`config.mk`:
```
export PLATFORM = sky130hd
export DESIGN_NAME = fetch_stage
export DESIGN_NICKNAME = d
export VERILOG_FILES = /design/src/rtl/fetch_stage.sv
export SDC_FILE = /design/constraint.sdc
export NUM_CORES = 1
export LEC_CHECK = 0
export BUFFER_PORTS_ARGS = -buffer_cell sky130_fd_sc_hd__buf_2
export CAP_MARGIN = 0
export CORE_AREA = 3 3 145 147
export CTS_BUF_LIST = sky130_fd_sc_hd__clkbuf_16
export DETAILED_ROUTE_END_ITERATION = 7
export DIE_AREA = 0 0 148 150
export GPL_ROUTABILITY_DRIVEN = 0
export PLACE_DENSITY = 0.8
export SLEW_MARGIN = 30
export SYNTH_ARGS = -nofsm -noshare
export SYNTH_HDL_FRONTEND = slang
export SYNTH_SLANG_ARGS = --single-unit
```
`constraint.sdc`:
```
create_clock -name REG_CLOCK -period 7.7 [get_ports REG_CLOCK]
set_clock_uncertainty 0.15 [all_clocks]
set_input_delay 0.77 -clock REG_CLOCK [delete_from_list [all_inputs] [get_ports REG_CLOCK]]
set_output_delay 0.77 -clock REG_CLOCK [all_outputs]
set_load 0.005 [all_outputs]
```
`src/rtl/fetch_stage.sv`:
```
// -----------------------------------------------------------------------------
// fetch_stage
//   Instruction-fetch stage of the pipelined OTTER core. Owns the PC and the
//   instruction-memory request handshake, and presents the fetch register
//   (FR_MEM / FR_PC / FR_PC_4 / FR_VALID) to decode. A one-entry skid buffer
//   catches an instruction that returns while decode is stalled, so nothing
//   is lost or delivered twice. Redirects from execute flush the fetch
//   register and skid. A request that is still outstanding when a redirect
//   arrives is drained (its data is dropped) before the new PC is fetched.
//
// Ports
//   REG_CLOCK    in   1   clock, all state on posedge
//   REG_RESET    in   1   asynchronous active-high reset
//   STALL        in   1   hazard unit: hold fetch register contents
//   REDIRECT_EN  in   1   execute: taken branch/jump
//   REDIRECT_PC  in  32   redirect target (bits [1:0] ignored)
//   IMEM_REQ     out  1   instruction-memory request
//   IMEM_ADDR    out 32   word-aligned fetch address
//   IMEM_ACK     in   1   IMEM_DATA valid this cycle (may coincide with REQ)
//   IMEM_DATA    in  32   instruction word
//   FR_MEM       out 32   fetched instruction (NOP_INSTR when invalid)
//   FR_PC        out 32   PC of FR_MEM
//   FR_PC_4      out 32   FR_PC + 4, modulo 2^32
//   FR_VALID     out  1   fetch register holds a real instruction
// -----------------------------------------------------------------------------
module fetch_stage #(
   parameter logic [31:0] RESET_VECTOR = 32'h0000_0000,
   parameter logic [31:0] NOP_INSTR    = 32'h0000_0013
) (
   input  logic        REG_CLOCK,
   input  logic        REG_RESET,
   input  logic        STALL,
   input  logic        REDIRECT_EN,
   input  logic [31:0] REDIRECT_PC,
   output logic        IMEM_REQ,
   output logic [31:0] IMEM_ADDR,
   input  logic        IMEM_ACK,
   input  logic [31:0] IMEM_DATA,
   output logic [31:0] FR_MEM,
   output logic [31:0] FR_PC,
   output logic [31:0] FR_PC_4,
   output logic        FR_VALID
);

   localparam logic [1:0] ST_IDLE    = 2'd0;
   localparam logic [1:0] ST_FETCH   = 2'd1;
   localparam logic [1:0] ST_HOLD    = 2'd2;
   localparam logic [1:0] ST_DISCARD = 2'd3;

   typedef struct packed {
      logic [31:0] mem;
      logic [31:0] pc;
      logic [31:0] pc_4;
      logic        valid;
   } fr_t;

   typedef struct packed {
      logic [31:0] mem;
      logic [31:0] pc;
   } skid_t;

   logic [1:0]  state_q, state_d;
   logic [31:0] pc_q, pc_d;
   // Address of the request being drained in DISCARD; pc_q already holds
   // the redirect target by then, but the memory must see a stable address.
   logic [31:0] disc_addr_q, disc_addr_d;
   fr_t         fr_q, fr_d;
   skid_t       skid_q, skid_d;

   logic [31:0] pc_plus4;
   logic [31:0] redir_tgt;

   assign pc_plus4  = pc_q + 32'd4;
   assign redir_tgt = {REDIRECT_PC[31:2], 2'b00};

   always_comb begin
      state_d     = state_q;
      pc_d        = pc_q;
      disc_addr_d = disc_addr_q;
      fr_d        = fr_q;
      skid_d      = skid_q;

      case (state_q)
         ST_IDLE: begin
            state_d = ST_FETCH;
         end

         ST_FETCH: begin
            if (IMEM_ACK) begin
               pc_d = pc_plus4;
               // STALL only protects a valid fetch register; an empty one
               // can always absorb the returning word.
               if (STALL && fr_q.valid) begin
                  skid_d.mem = IMEM_DATA;
                  skid_d.pc  = pc_q;
                  state_d    = ST_HOLD;
               end else begin
                  fr_d.mem   = IMEM_DATA;
                  fr_d.pc    = pc_q;
                  fr_d.pc_4  = pc_plus4;
                  fr_d.valid = 1'b1;
               end
            end else if (!STALL) begin
               fr_d.valid = 1'b0;
               fr_d.mem   = NOP_INSTR;
            end
         end

         ST_HOLD: begin
            if (!STALL) begin
               fr_d.mem   = skid_q.mem;
               fr_d.pc    = skid_q.pc;
               fr_d.pc_4  = skid_q.pc + 32'd4;
               fr_d.valid = 1'b1;
               skid_d     = '0;
               state_d    = ST_FETCH;
            end
         end

         ST_DISCARD: begin
            // Returned word belongs to the flushed path; just consume the ACK.
            if (IMEM_ACK) state_d = ST_FETCH;
         end

         default: state_d = ST_IDLE;
      endcase

      // Redirect overrides everything decided above.
      if (REDIRECT_EN) begin
         pc_d       = redir_tgt;
         fr_d.valid = 1'b0;
         fr_d.mem   = NOP_INSTR;
         skid_d     = '0;
         if (state_q == ST_FETCH && !IMEM_ACK) begin
            state_d     = ST_DISCARD;
            disc_addr_d = pc_q;
         end else if (state_q == ST_DISCARD && !IMEM_ACK) begin
            state_d = ST_DISCARD;
         end else begin
            state_d = ST_FETCH;
         end
      end
   end

   always_ff @(posedge REG_CLOCK or posedge REG_RESET) begin
      if (REG_RESET) begin
         state_q     <= ST_IDLE;
         pc_q        <= RESET_VECTOR;
         disc_addr_q <= RESET_VECTOR;
         fr_q.mem    <= NOP_INSTR;
         fr_q.pc     <= '0;
         fr_q.pc_4   <= '0;
         fr_q.valid  <= 1'b0;
         skid_q      <= '0;
      end else begin
         state_q     <= state_d;
         pc_q        <= pc_d;
         disc_addr_q <= disc_addr_d;
         fr_q        <= fr_d;
         skid_q      <= skid_d;
      end
   end

   assign IMEM_REQ  = (state_q == ST_FETCH) || (state_q == ST_DISCARD);
   assign IMEM_ADDR = (state_q == ST_DISCARD) ? disc_addr_q : pc_q;
   assign FR_MEM    = fr_q.mem;
   assign FR_PC     = fr_q.pc;
   assign FR_PC_4   = fr_q.pc_4;
   assign FR_VALID  = fr_q.valid;

endmodule

```
---- Word-level counts from Yosys, hierarchy flattened ----
Index checks and enable logic that the tools add are counted.
cells by class
  multiplexer cells ....................... 27
  add/subtract/negate cells ............... 2
  reductions and logical operators ........ 16
  equal/unequal tests ..................... 12
operators with widths
  operator                                             count
  2-to-1 mux 64 bit                                    5
  2-to-1 mux 32 bit                                    7
  2-to-1 mux 97 bit                                    2
  one-hot mux 97 bit (2 select lines)                  1
  one-hot mux 64 bit (2 select lines)                  1
  adder 32 x 3 -> 32 bit, second input constant        2
  AND reduction 4 bit                                  4
  2-to-1 mux 2 bit                                     7
  inequality test 3 bit, second input constant         4
  inequality test 4 bit, second input constant         2
  one-hot mux 2 bit (4 select lines)                   1
  inequality test 2 bit, second input constant         3
  nonzero test 2 bit                                   3
  equality test 2 bit, second input constant           2
  AND reduction 2 bit                                  2
  logical AND 1 bit                                    3
  2-to-1 mux 1 bit                                     3
  nonzero test 3 bit                                   1
  equality test 2 x 1 -> 1 bit, second input constant  1
  logical NOT 2 bit                                    1
  logical NOT 1 bit                                    1
  logical OR 1 bit                                     1
word-level totals
  output and inout bits ................... 130
  input bits .............................. 69
  word-level logic and storage cells ...... 66
  flip-flop bits (word level) ............. 227

---- Longest topological paths before layout ----
Gate-level depths: netlist of run 1.
  word-level depth ........................ 5
  gate-level depth with buffers ........... 9
  mapped depth without buffers ............ 6

---- Worst setup path before layout of run 1 ----
Ideal clock, no wire load.
  kind .................................... in2reg
  start point ............................. in IMEM_ACK
  end point ............................... reg skid_q[17] (netlist name)
  arrival ................................. 2.039 ns
  stages .................................. 7
  required time ........................... 7.467 ns
  library setup time ...................... 0.083 ns
  path buffers ............................ 3
  slack ................................... 5.429 ns
  cells stage by stage .................... and3b_1 clkbuf_1 a311oi_2 buf_2 buf_2 nand2_1 o21ai_0
between the ends
  word-level cells in the longest chain between the ends .. 2
ends and longest elaborated chain
  what                                    RTL line  text
  start, declared                         37        input logic IMEM_ACK,
  inequality test 3 bit (no source line)  n/a
  AND reduction 4 bit (no source line)    n/a
  end signal, assigned                    160       skid_q <= skid_d;
  end, declared                           68        skid_t skid_q, skid_d;
No other way between the ends.
A chain may end at the register's enable or synchronous reset.

---- Worst setup path after layout of run 1 ----
  start point ............................. reg state_q[0]
  end point ............................... reg fr_q (netlist bit FR_PC_4[15])
between the ends
  word-level cells in the longest chain between the ends .. 3
  elaborated cells on any way between the ends .. 8
  classes of those cells .................. eq/ne (5); mux (1); reduce/logical (2)
ends and longest elaborated chain
  what                                                                          RTL line  text
  start, declared                                                               62        logic [1:0] state_q, state_d;
  start signal, assigned                                                        156       state_q <= state_d;
  equality test 2 x 1 -> 1 bit or equality test 2 bit (tied branches)           83        case (state_q)
  inequality test 2 bit (no source line) or nonzero test 2 bit (tied branches)  n/a
  AND reduction 4 bit (no source line)                                          n/a
  end signal, assigned                                                          159       fr_q <= fr_d;
  end, declared                                                                 67        fr_t fr_q, fr_d;
Parallel ways exist; a longest one is shown, timed or not.

==> results.json, run 1 <==
{
  "status": "finished, final reports clean",
  "yosysSeqAreaShare": 0.486,
  "worst-r2r-cell-count": 5,
  "p_leak_uw": 0.00603,
  "setup.worst_path.end_class": "register",
  "top_usage_layer": "met2",
  "vdd_drop_max_uv": 153,
  "criticalPathCategory": "reg -> reg",
  "synthesis.area_sq_mm": 0.0113,
  "grtUsageMet2": 0.436,
  "finalCriticalPeriod_ns": 3.45,
  "numCtsBuffers": 24,
  "syn-instance-count": 1223,
  "fmax_mhz": 290,
  "routed_wirelength_mm": 29.5,
  "clock_path_buffers": 3,
  "utilization": 0.646,
  "grt_start_max_net_pins": 104,
  "fin_nets": 1412,
  "root_buffer": "clkbuf_16",
  "fin_area_sq_mm": 0.0129,
  "ys_types": 59,
  "crit_path_top_delay_cell": "and3b_1",
  "critical_path.max_fanout": 36,
  "yosysWarnings": 0,
  "cts_tree": "built",
  "grt_pass1_wl_mm": 47.4,
  "die_area_sq_mm": 0.0222,
  "power_density_mw_per_mm2": 237,
  "dr.pass1.iters": 5,
  "ant_nets": 0,
  "cpMostUsedCell": "nand2_2",
  "hold_class": "in -> async",
  "grt_pass1_vias": 9081,
  "drive_gt1_frac": 0.245,
  "worstPathCellList": "and3b_1 > nand2_2 > nand2_2 > buf_4 > mux2_2",
  "r2r_slack_ns": 4.25,
  "setup_tns_ns": 0,
  "grt_usage": 0.263,
  "drtIter0Drc": 825,
  "clock-sinks": 219,
  "initial_core_util": 0.563,
  "nFillCells": 1691,
  "num_antenna_cells": 0,
  "synth_flop_cell": "dfrtp_1",
  "wl_per_cell_microns": 18.1,
  "hold_violations": 0,
  "via_count": 9477,
  "layout.cells.non_filler": 1628,
  "io_pins": 199,
  "clk_latency_ns": 0.51,
  "synth-seq-cells": 219,
  "io_buffers": 194,
  "finalSetupViolations": 0,
  "holdWs_ns": 0.246,
  "regArea_sq_mm": 0.00548,
  "h-tree-depth": 1,
  "cp-start-kind": "register",
  "dpl_cell_area_sq_mm": 0.0122,
  "cap_violations": 0,
  "critPathMaxStageDelay_ns": 0.81,
  "crit_required_ns": 7.94,
  "relSlewSlack": 0.365,
  "die_h_microns": 150,
  "multiInputGateArea_sq_mm": 0.00525,
  "dp_hpwl_mm": 20.2,
  "worstPathArrival_ns": 3.68,
  "vias_per_cell": 5.82,
  "cts_resized": 0,
  "placed_cells": 1585,
  "crit-reg2reg-launch": "state_q[0]",
  "areaGrowthSynthToFinish_pct": 14.8,
  "core_area_sq_mm": 0.0200,
  "worst_pin_slew_ns": 0.953,
  "r2r-end": "FR_PC_4[15]",
  "cts_hold_repair.buffers": 0,
  "met3_usage": 0.0357,
  "syn_area_per_cell_sq_um": 9.22,
  "overflow": 0,
  "die_w_microns": 148,
  "rsz0062_at_grt": "no",
  "synthArstFlopShare": 1.00,
  "synth-edff-count": 0,
  "antenna_found_initial": 0,
  "rows": 52,
  "drc": 0,
  "fin_crit_sh": 0.448,
  "clkTransAtPathRegs_ns": 0.06,
  "met1_usage": 0.358,
  "maxSlewViolCount": 0,
  "cts_setup_buffers": 0
}
Yosys cell counts (all sizes together), types with 3 or more instances:
master,instances,area [sq um]
xor2,29,254
xnor2,46,403
o31ai,6,45.0
a221o,6,60.1
a21oi,16,80.1
a32oi,3,26.3
o21ai,133,666
and3,7,43.8
mux2,62,698
dfstp,3,78.8
nor2,58,220
nor4,21,138
nand4,22,171
dfrtp,216,5410
buf,51,313
clkbuf,66,251
mux2i,39,390
o22ai,3,18.8
a31oi,30,188
or4,8,67.6
and2,4,25.0
nand2,300,1130
and4,7,61.3
nand3,29,150
nor3,19,95.1
inv,9,33.8
nand2b,4,25.0
worst max path at each step:
stage	from	end	depth (start not counted)
final	state_q[0]	FR_PC_4[15]	5
after global routing	state_q[0]	FR_PC_4[15]	5
after CTS	state_q[0]	FR_PC_4[15]	5
after detailed placement	IMEM_ACK	FR_PC_4[15]	6
after global placement	IMEM_ACK	FR_PC_4[15]	6
after floorplan	REG_RESET	FR_MEM[10]	1
placed cells by master (no fill, tap or decap), types with 7 or more instances in the layout:
cell type    n
a21oi_1     16
a31oi_1     30
and3_1       7
and4_1       7
buf_2      194
buf_4       12
clkbuf_16   25
clkinv_2     7
dfrtp_1    216
inv_1       12
mux2_2      62
mux2i_1     39
nand2_1    296
nand3_1     28
nand4_1     18
nor2_1      54
nor3_1      19
nor4_1      20
o21ai_0    129
xnor2_1     46
xor2_1      29
state kept, by name (all words and copies together), names as in the netlist:
name / cells
FR_VALID: 1
FR_MEM: 32
state_q: 2
FR_PC_4: 30
disc_addr_q: 30
FR_PC: 31
skid_q: 63
pc_q: 30
critical path: cells and delay by family, from the launching register on:
family	cells	cell delay (ns)
mux	1	0.39
buf+inv	1	0.45
simple gates	3	1.76
flops	1	0.58
per-stage QoR:
stage | power, uW | setup slack, ns
after CTS | 3090 | 4.26
after global placement | 1990 | 3.95
final | 3070 | 4.25
after global routing | 3210 | 4.11
after floorplan | 1780 | 0.792
after detailed placement | 2020 | 3.93
cell families (layout without fill, tap and decap cells):
family                   after synthesis  count (layout)  synth area share
AND/OR/NAND/NOR                      488             488             0.196
flip-flops                           219             219             0.486
AO/OA/AOI/OAI                        211             211             0.107
buffers and inverters                126             260            0.0531
multiplexers                         101             101            0.0966
XOR/XNOR                              75              75            0.0583
adder cells (fa/ha/maj)                2               2           0.00222
other                                  1               2          0.000333
per-layer routing:
layer,part of all wire,vias to the layer above
li1,-,4416
met1,0.41,4572
met2,0.48,420
met3,0.075,69
met4,0.035,0
met5,0,-
power by group:
part / internal [uW] / switching, uW
Clock: 618 / 454
Combinational: 251 / 267
Sequential: 1320 / 163
Total: 2180 / 884
area by class of cell:
class                   instances  share of cell area
clock buffers                  25              0.0483
clock inverters                18             0.00832
inverters                       9             0.00319
multi-input cells             879               0.406
flip-flops and latches        219               0.424
well taps                     270              0.0261
repair buffers                208              0.0844
(Power assumes the default switching activity.)
==> run 2: changes to the inputs <==
clock period = 3.3 ns   (was 7.7 ns; I/O delays follow)
==> run 2 against run 1 <==
Against the previous run:
- sequential power is 130% higher
- worst setup slack worse by 3.6 ns
- total power is 140% higher
- largest power group unchanged
- combinational power grew to 2.5 times the previous value
- utilization is 4.0 points higher
- critical endpoint is now FR_PC_4[28]
- die area stayed put
- register-to-register slack worse by 3.6 ns
- routed wire length is 4.4% higher
- critical path depth is 1 higher
- non-clock buffer count is 78 higher
- maximum frequency is 31% higher
==> results.json, run 2 (synthesis results as in run 1) <==
{
  "pwr-share-comb": 0.180,
  "finalSetupViolations": 0,
  "ant_nets": 0,
  "hold_violations": 0,
  "cts_tree": "built",
  "grt_start_max_net_pins": 126,
  "rows": 52,
  "areaGrowthSynthToFinish_pct": 21.9,
  "h-tree-depth": 1,
  "finalCriticalPeriod_ns": 2.64,
  "critPathMaxStageDelay_ns": 0.64,
  "die_h_microns": 150,
  "final_common_cell": "nand2_1",
  "dp_hpwl_mm": 20.5,
  "num_antenna_cells": 0,
  "wl_per_cell_microns": 18.1,
  "hold_path_startpoint": "REDIRECT_EN",
  "power_density_mw_per_mm2": 529,
  "grt_usage": 0.274,
  "fmax_mhz": 379,
  "worstPathCellList": "ha_1 > and4_1 > nand4_2 > or4_1 > a21oi_1 > a221o_1",
  "criticalPathCategory": "reg -> reg",
  "drc": 0,
  "relSlewSlack": 0.394,
  "die_w_microns": 148,
  "drive_gt1_frac": 0.242,
  "worst_slack_ns": 0.663,
  "rsz0062_at_grt": "no",
  "crit-reg2reg-launch": "pc_q[3]",
  "setup.worst_path.end_class": "register",
  "clock_path_buffers": 3,
  "clk_latency_ns": 0.52,
  "p_int_uw": 5170,
  "clkTransAtPathRegs_ns": 0.06,
  "clock-sinks": 219,
  "switching_share": 0.289,
  "grt_pass1_vias": 9424,
  "post-place-ws_ns": 0.729,
  "drtIter0Drc": 715,
  "crit_required_ns": 3.60,
  "wl_met3_mm": 2.19,
  "worst_pin_slew_ns": 0.909,
  "m1WireLength_mm": 12.2,
  "cp-startpoint": "pc_q[3]",
  "via_count": 9836,
  "switchingPower_uw": 2100,
  "p_leak_uw": 0.00638,
  "maxSlewViolCount": 0,
  "status": "finished, final reports clean",
  "critical_path.max_fanout": 17,
  "vdd_drop_max_uv": 410,
  "crit_path_top_delay_cell": "or4_1",
  "met2_length_mm": 15.1,
  "dr.pass1.iters": 5,
  "die_area_sq_mm": 0.0222,
  "cp-start-kind": "register",
  "io_pins": 199,
  "highest_layer": "met4",
  "initial_core_util": 0.563,
  "worstPathArrival_ns": 2.94,
  "largest_reg_flops": 63,
  "clock_power_share": 0.346,
  "vias_per_cell": 5.77,
  "io_buffers": 194,
  "power.total_uw": 7270,
  "antenna_found_initial": 0,
  "core_area_sq_mm": 0.0200,
  "root_buffer": "clkbuf_16",
  "fin_nets": 1490,
  "largest-register": "skid_q",
  "pwr-share-seq": 0.474,
  "hold_class": "in -> reg",
  "routed_wirelength_mm": 30.8,
  "layout_common_cells": "nand2_1 (296), dfrtp_1 (216), buf_2 (194)",
  "fin_crit_sh": 0.799,
  "cap_violations": 0,
  "cts_setup_buffers": 0,
  "overflow": 0,
  "grt_pass1_wl_mm": 49.2,
  "numCtsBuffers": 24
}
==> run 2: cell types whose count changed in the layout (fill, tap and decap cells not counted), sizes merged <==
| cell | change |
|---|---|
| buf | +15 |
| clkinvlp | +1 |
| dlygate4sd3 | +63 |
| inv | -1 |
==> run 2: area by class of cell <==
class                   instances  area [sq um]
fillers                      1566          6290
flip-flops and latches        219          5480
multi-input cells             879          5250
repair buffers                286          1900
clock buffers                  25           626
well taps                     270           338
clock inverters                18           106
inverters                       9          37.5
==> run 2: path summary, 6_finish.rpt <==
check,end,depth (start not counted),slack [ns]
min in group asynchronous,FR_MEM[10],3,0.29
worst min-delay path,FR_MEM[30],2,0.02
max in group asynchronous,skid_q[57],4,1.89
worst max-delay path,FR_PC_4[28],6,0.66
worst max register to register,FR_PC_4[28],6,0.66
worst min register to register,FR_PC_4[2],2,0.32
==> run 2: stage by stage <==
stage	std cells	hold slack (ns)	area [sq um]	util	setup TNS [ns]
4_1_cts	1705	0.0124	13700	0.685	0
5_1_grt	1706	0.0259	13700	0.686	0
2_1_floorplan	1224	0.280	11300	-	-6.83
3_5_place_dp	1599	0.302	12400	0.617	0
3_3_place_gp	1599	0.297	12400	0.617	0
6_report	1706	0.0223	13700	0.686	0
==> run 2: per-layer routing <==
layer,vias up,global-route usage
li1,4578,-
met1,4729,0.366
met2,444,0.450
met3,85,0.0379
met4,0,0.121
met5,-,0
==> run 2: power groups by stage <==
stage,sequential [uW],clock [uW],combinational (uW)
after floorplan,3320,0,831
after global placement,3460,0,1210
after detailed placement,3480,0,1250
after CTS,3440,2540,1310
after global routing,3500,2660,1460
final,3450,2510,1310
==> run 2: repair_timing <==
item	CTS	global route
hold buffers	63	0
endpoints found under the hold margin	112	0
resized for setup	0	0
==> run 2: worst max-delay path: cells and delay by family, from the launching register on <==
family	cells	cell delay, ns
simple gates	3	1.36
flops	1	0.51
compound gates	2	0.33
fa+ha+maj	1	0.22
==> run 3: changes to the inputs <==
ABC_AREA = 1   (was unset)
CORE_AREA = 3 3 147 149   (was 3 3 145 147)
DIE_AREA = 0 0 150 152   (was 0 0 148 150)
clock period = 2.6 ns   (was 3.3 ns; I/O delays follow)
==> run 3 against run 2 <==
Against the previous run:
- clock power is 27% higher
- global-route usage is 2.1 points higher
- non-clock buffer count fell by 6
- worst setup slack got worse by 0.52 ns
- utilization rose by 0.85 points
- routed wire length increased by 11%
- first-iteration DRC count increased by 69%
- critical path depth unchanged
- maximum frequency rose by 7.4%
- synthesized area increased by 2.3%
- sequential power increased by 79%
- critical path type unchanged
- critical endpoint is now FR_PC_4[14]
- largest power group is now combinational cells
==> results.json, run 3 <==
{
  "status": "finished, final reports clean",
  "fin_area_sq_mm": 0.0141,
  "dr.pass1.iters": 7,
  "regArea_sq_mm": 0.00548,
  "routed_wirelength_mm": 34.3,
  "multiInputGateArea_sq_mm": 0.00500,
  "hold_class": "in -> reg",
  "root_buffer": "clkbuf_16",
  "holdPathStages": 5,
  "cp-startpoint": "state_q[1]",
  "yosysTopAreaCellShare": 0.469,
  "synth-seq-cells": 219,
  "numCtsBuffers": 25,
  "synthTopCellsByCount": "nand2_1 (420), nor2_1 (228), dfrtp_1 (216)",
  "grt_pass1_vias": 10900,
  "criticalPathCategory": "reg -> reg",
  "cts_tree": "built",
  "utilization": 0.694,
  "synthesis.area_sq_mm": 0.0115,
  "areaGrowthSynthToFinish_pct": 22.2,
  "cts_setup_buffers": 0,
  "worst_pin_slew_ns": 1.02,
  "crit_required_ns": 2.85,
  "io_pins": 199,
  "synth_flop_cell": "dfrtp_1",
  "rows": 52,
  "wl_per_cell_microns": 16.4,
  "synthTopCellsByArea": "dfrtp_1 (47%), nand2_1 (14%), nor2_1 (7.4%)",
  "relSlewSlack": 0.319,
  "nFillCells": 1633,
  "rsz0062_at_grt": "no",
  "yosysSeqAreaShare": 0.476,
  "via_count": 11700,
  "overflow": 0,
  "syn-instance-count": 1594,
  "die_w_microns": 150,
  "initial_core_util": 0.568,
  "critical_path.max_fanout": 90,
  "cap_violations": 0,
  "final_common_cell": "nand2_1",
  "fin_crit_sh": 0.944,
  "hold_path_startpoint": "IMEM_ACK",
  "hold_violations": 0,
  "ys_types": 34,
  "dpl_cell_area_sq_mm": 0.0127,
  "p_leak_uw": 0.00697,
  "cts_resized": 0,
  "fin_nets": 1880,
  "cp_top_family": "buffers and inverters",
  "largest-register": "skid_q",
  "num_antenna_cells": 0,
  "cp.depth": 6,
  "dp_hpwl_mm": 22.8,
  "crit_buf_inv": 2,
  "synthMostInstantiatedCell": "nand2_1",
  "crit-reg2reg-launch": "state_q[1]",
  "power_density_mw_per_mm2": 1170,
  "worst-r2r-cell-count": 6,
  "critPathMaxStageDelay_ns": 0.75,
  "worstPathArrival_ns": 2.71,
  "drtIter0Drc": 1207,
  "largest_reg_flops": 63,
  "syn_area_per_cell_sq_um": 7.23,
  "vdd_drop_max_uv": 917,
  "synth-edff-count": 0,
  "clk_latency_ns": 0.52,
  "fmax_mhz": 407,
  "crit_path_top_delay_cell": "buf_4",
  "die_h_microns": 152,
  "synthArstFlopShare": 1.00,
  "synth_top_cell_by_area": "dfrtp_1",
  "worst_slack_ns": 0.145,
  "post-place-ws_ns": 0.130,
  "io_buffers": 194,
  "yosysWarnings": 0,
  "h-tree-depth": 1,
  "drive_gt1_frac": 0.149,
  "power.total_uw": 16500,
  "clock-sinks": 219,
  "finalCriticalPeriod_ns": 2.46,
  "maxSlewViolCount": 0,
  "antenna_found_initial": 0,
  "vias_per_cell": 5.57,
  "finalSetupViolations": 0,
  "grt_start_max_net_pins": 105,
  "holdWs_ns": 0.0377,
  "setup.worst_path.end_class": "register",
  "clkTransAtPathRegs_ns": 0.06,
  "drc": 0,
  "grt_pass1_wl_mm": 55.3,
  "worstPathCellList": "nand2_4 > buf_4 > buf_4 > nand3_1 > nand3_1 > nand2_1",
  "die_area_sq_mm": 0.0228,
  "ant_nets": 0,
  "grt_usage": 0.295,
  "clock_path_buffers": 3,
  "layout_common_cells": "nand2_1 (419), nor2_1 (228), dfrtp_1 (216)",
  "core_area_sq_mm": 0.0203,
  "cp-start-kind": "register"
}
==> run 3: routing by layer <==
metal | GRT usage | vias to the layer above | wire (microns)
met4 | 0.129 | 0 | 1680
li1 | - | 5538 | -
met5 | 0 | - | 0
met2 | 0.509 | 557 | 17200
met1 | 0.368 | 5467 | 12900
met3 | 0.0411 | 118 | 2630
==> run 3: where the power goes <==
part / switching, uW / internal, uW / leakage (uW)
clock network: 1370 / 1830 / 0.000397
logic: 4550 / 2570 / 0.00383
registers: 1250 / 4910 / 0.00274
==> run 3: final timing paths <==
kind	to	slack (ns)
max	FR_PC_4[14]	0.14
min	FR_MEM[30]	0.04
max reg2reg	FR_PC_4[14]	0.14
min reg2reg	FR_PC_4[24]	0.32
max in group asynchronous	FR_MEM[1]	1.47
min in group asynchronous	skid_q[62]	0.13
==> run 3: layout make-up <==
class | count | area share
tap | 270 | 0.0240
sequential | 219 | 0.389
timing repair buffer | 280 | 0.133
multi-input combinational | 1109 | 0.355
clock inverter | 21 | 0.00808
clock buffer | 25 | 0.0444
inverter | 174 | 0.0466
==> run 3: worst min-delay path: cells and delay by family <==
| kind | cells | cell delay (ns) |
|---|---|---|
| compound gates | 2 | 0.15 |
| buf+inv | 1 | 0.12 |
| simple gates | 2 | 0.14 |
==> run 3: kinds of logic after synthesis <==
family                   after synthesis  synth area share
AND/OR/NAND/NOR                      782             0.275
AO/OA/AOI/OAI                        304             0.141
buffers and inverters                267            0.0915
flip-flops                           219             0.476
XOR/XNOR                              19            0.0144
adder cells (fa/ha/maj)                2           0.00217
other                                  1          0.000325
==> run 3: what timing repair did <==
action                                 in CTS  in global routing
hold buffers                               63                  0
endpoints found under the hold margin     285                  0
setup endpoints to repair                   0                  0
==> run 3: through the flow <==
step	setup TNS [ns]	std cells
floorplan	-142.92	1595
global placement	0	1988
detailed placement	0	1989
CTS	0	2098
global route	0	2098
finish	0	2098
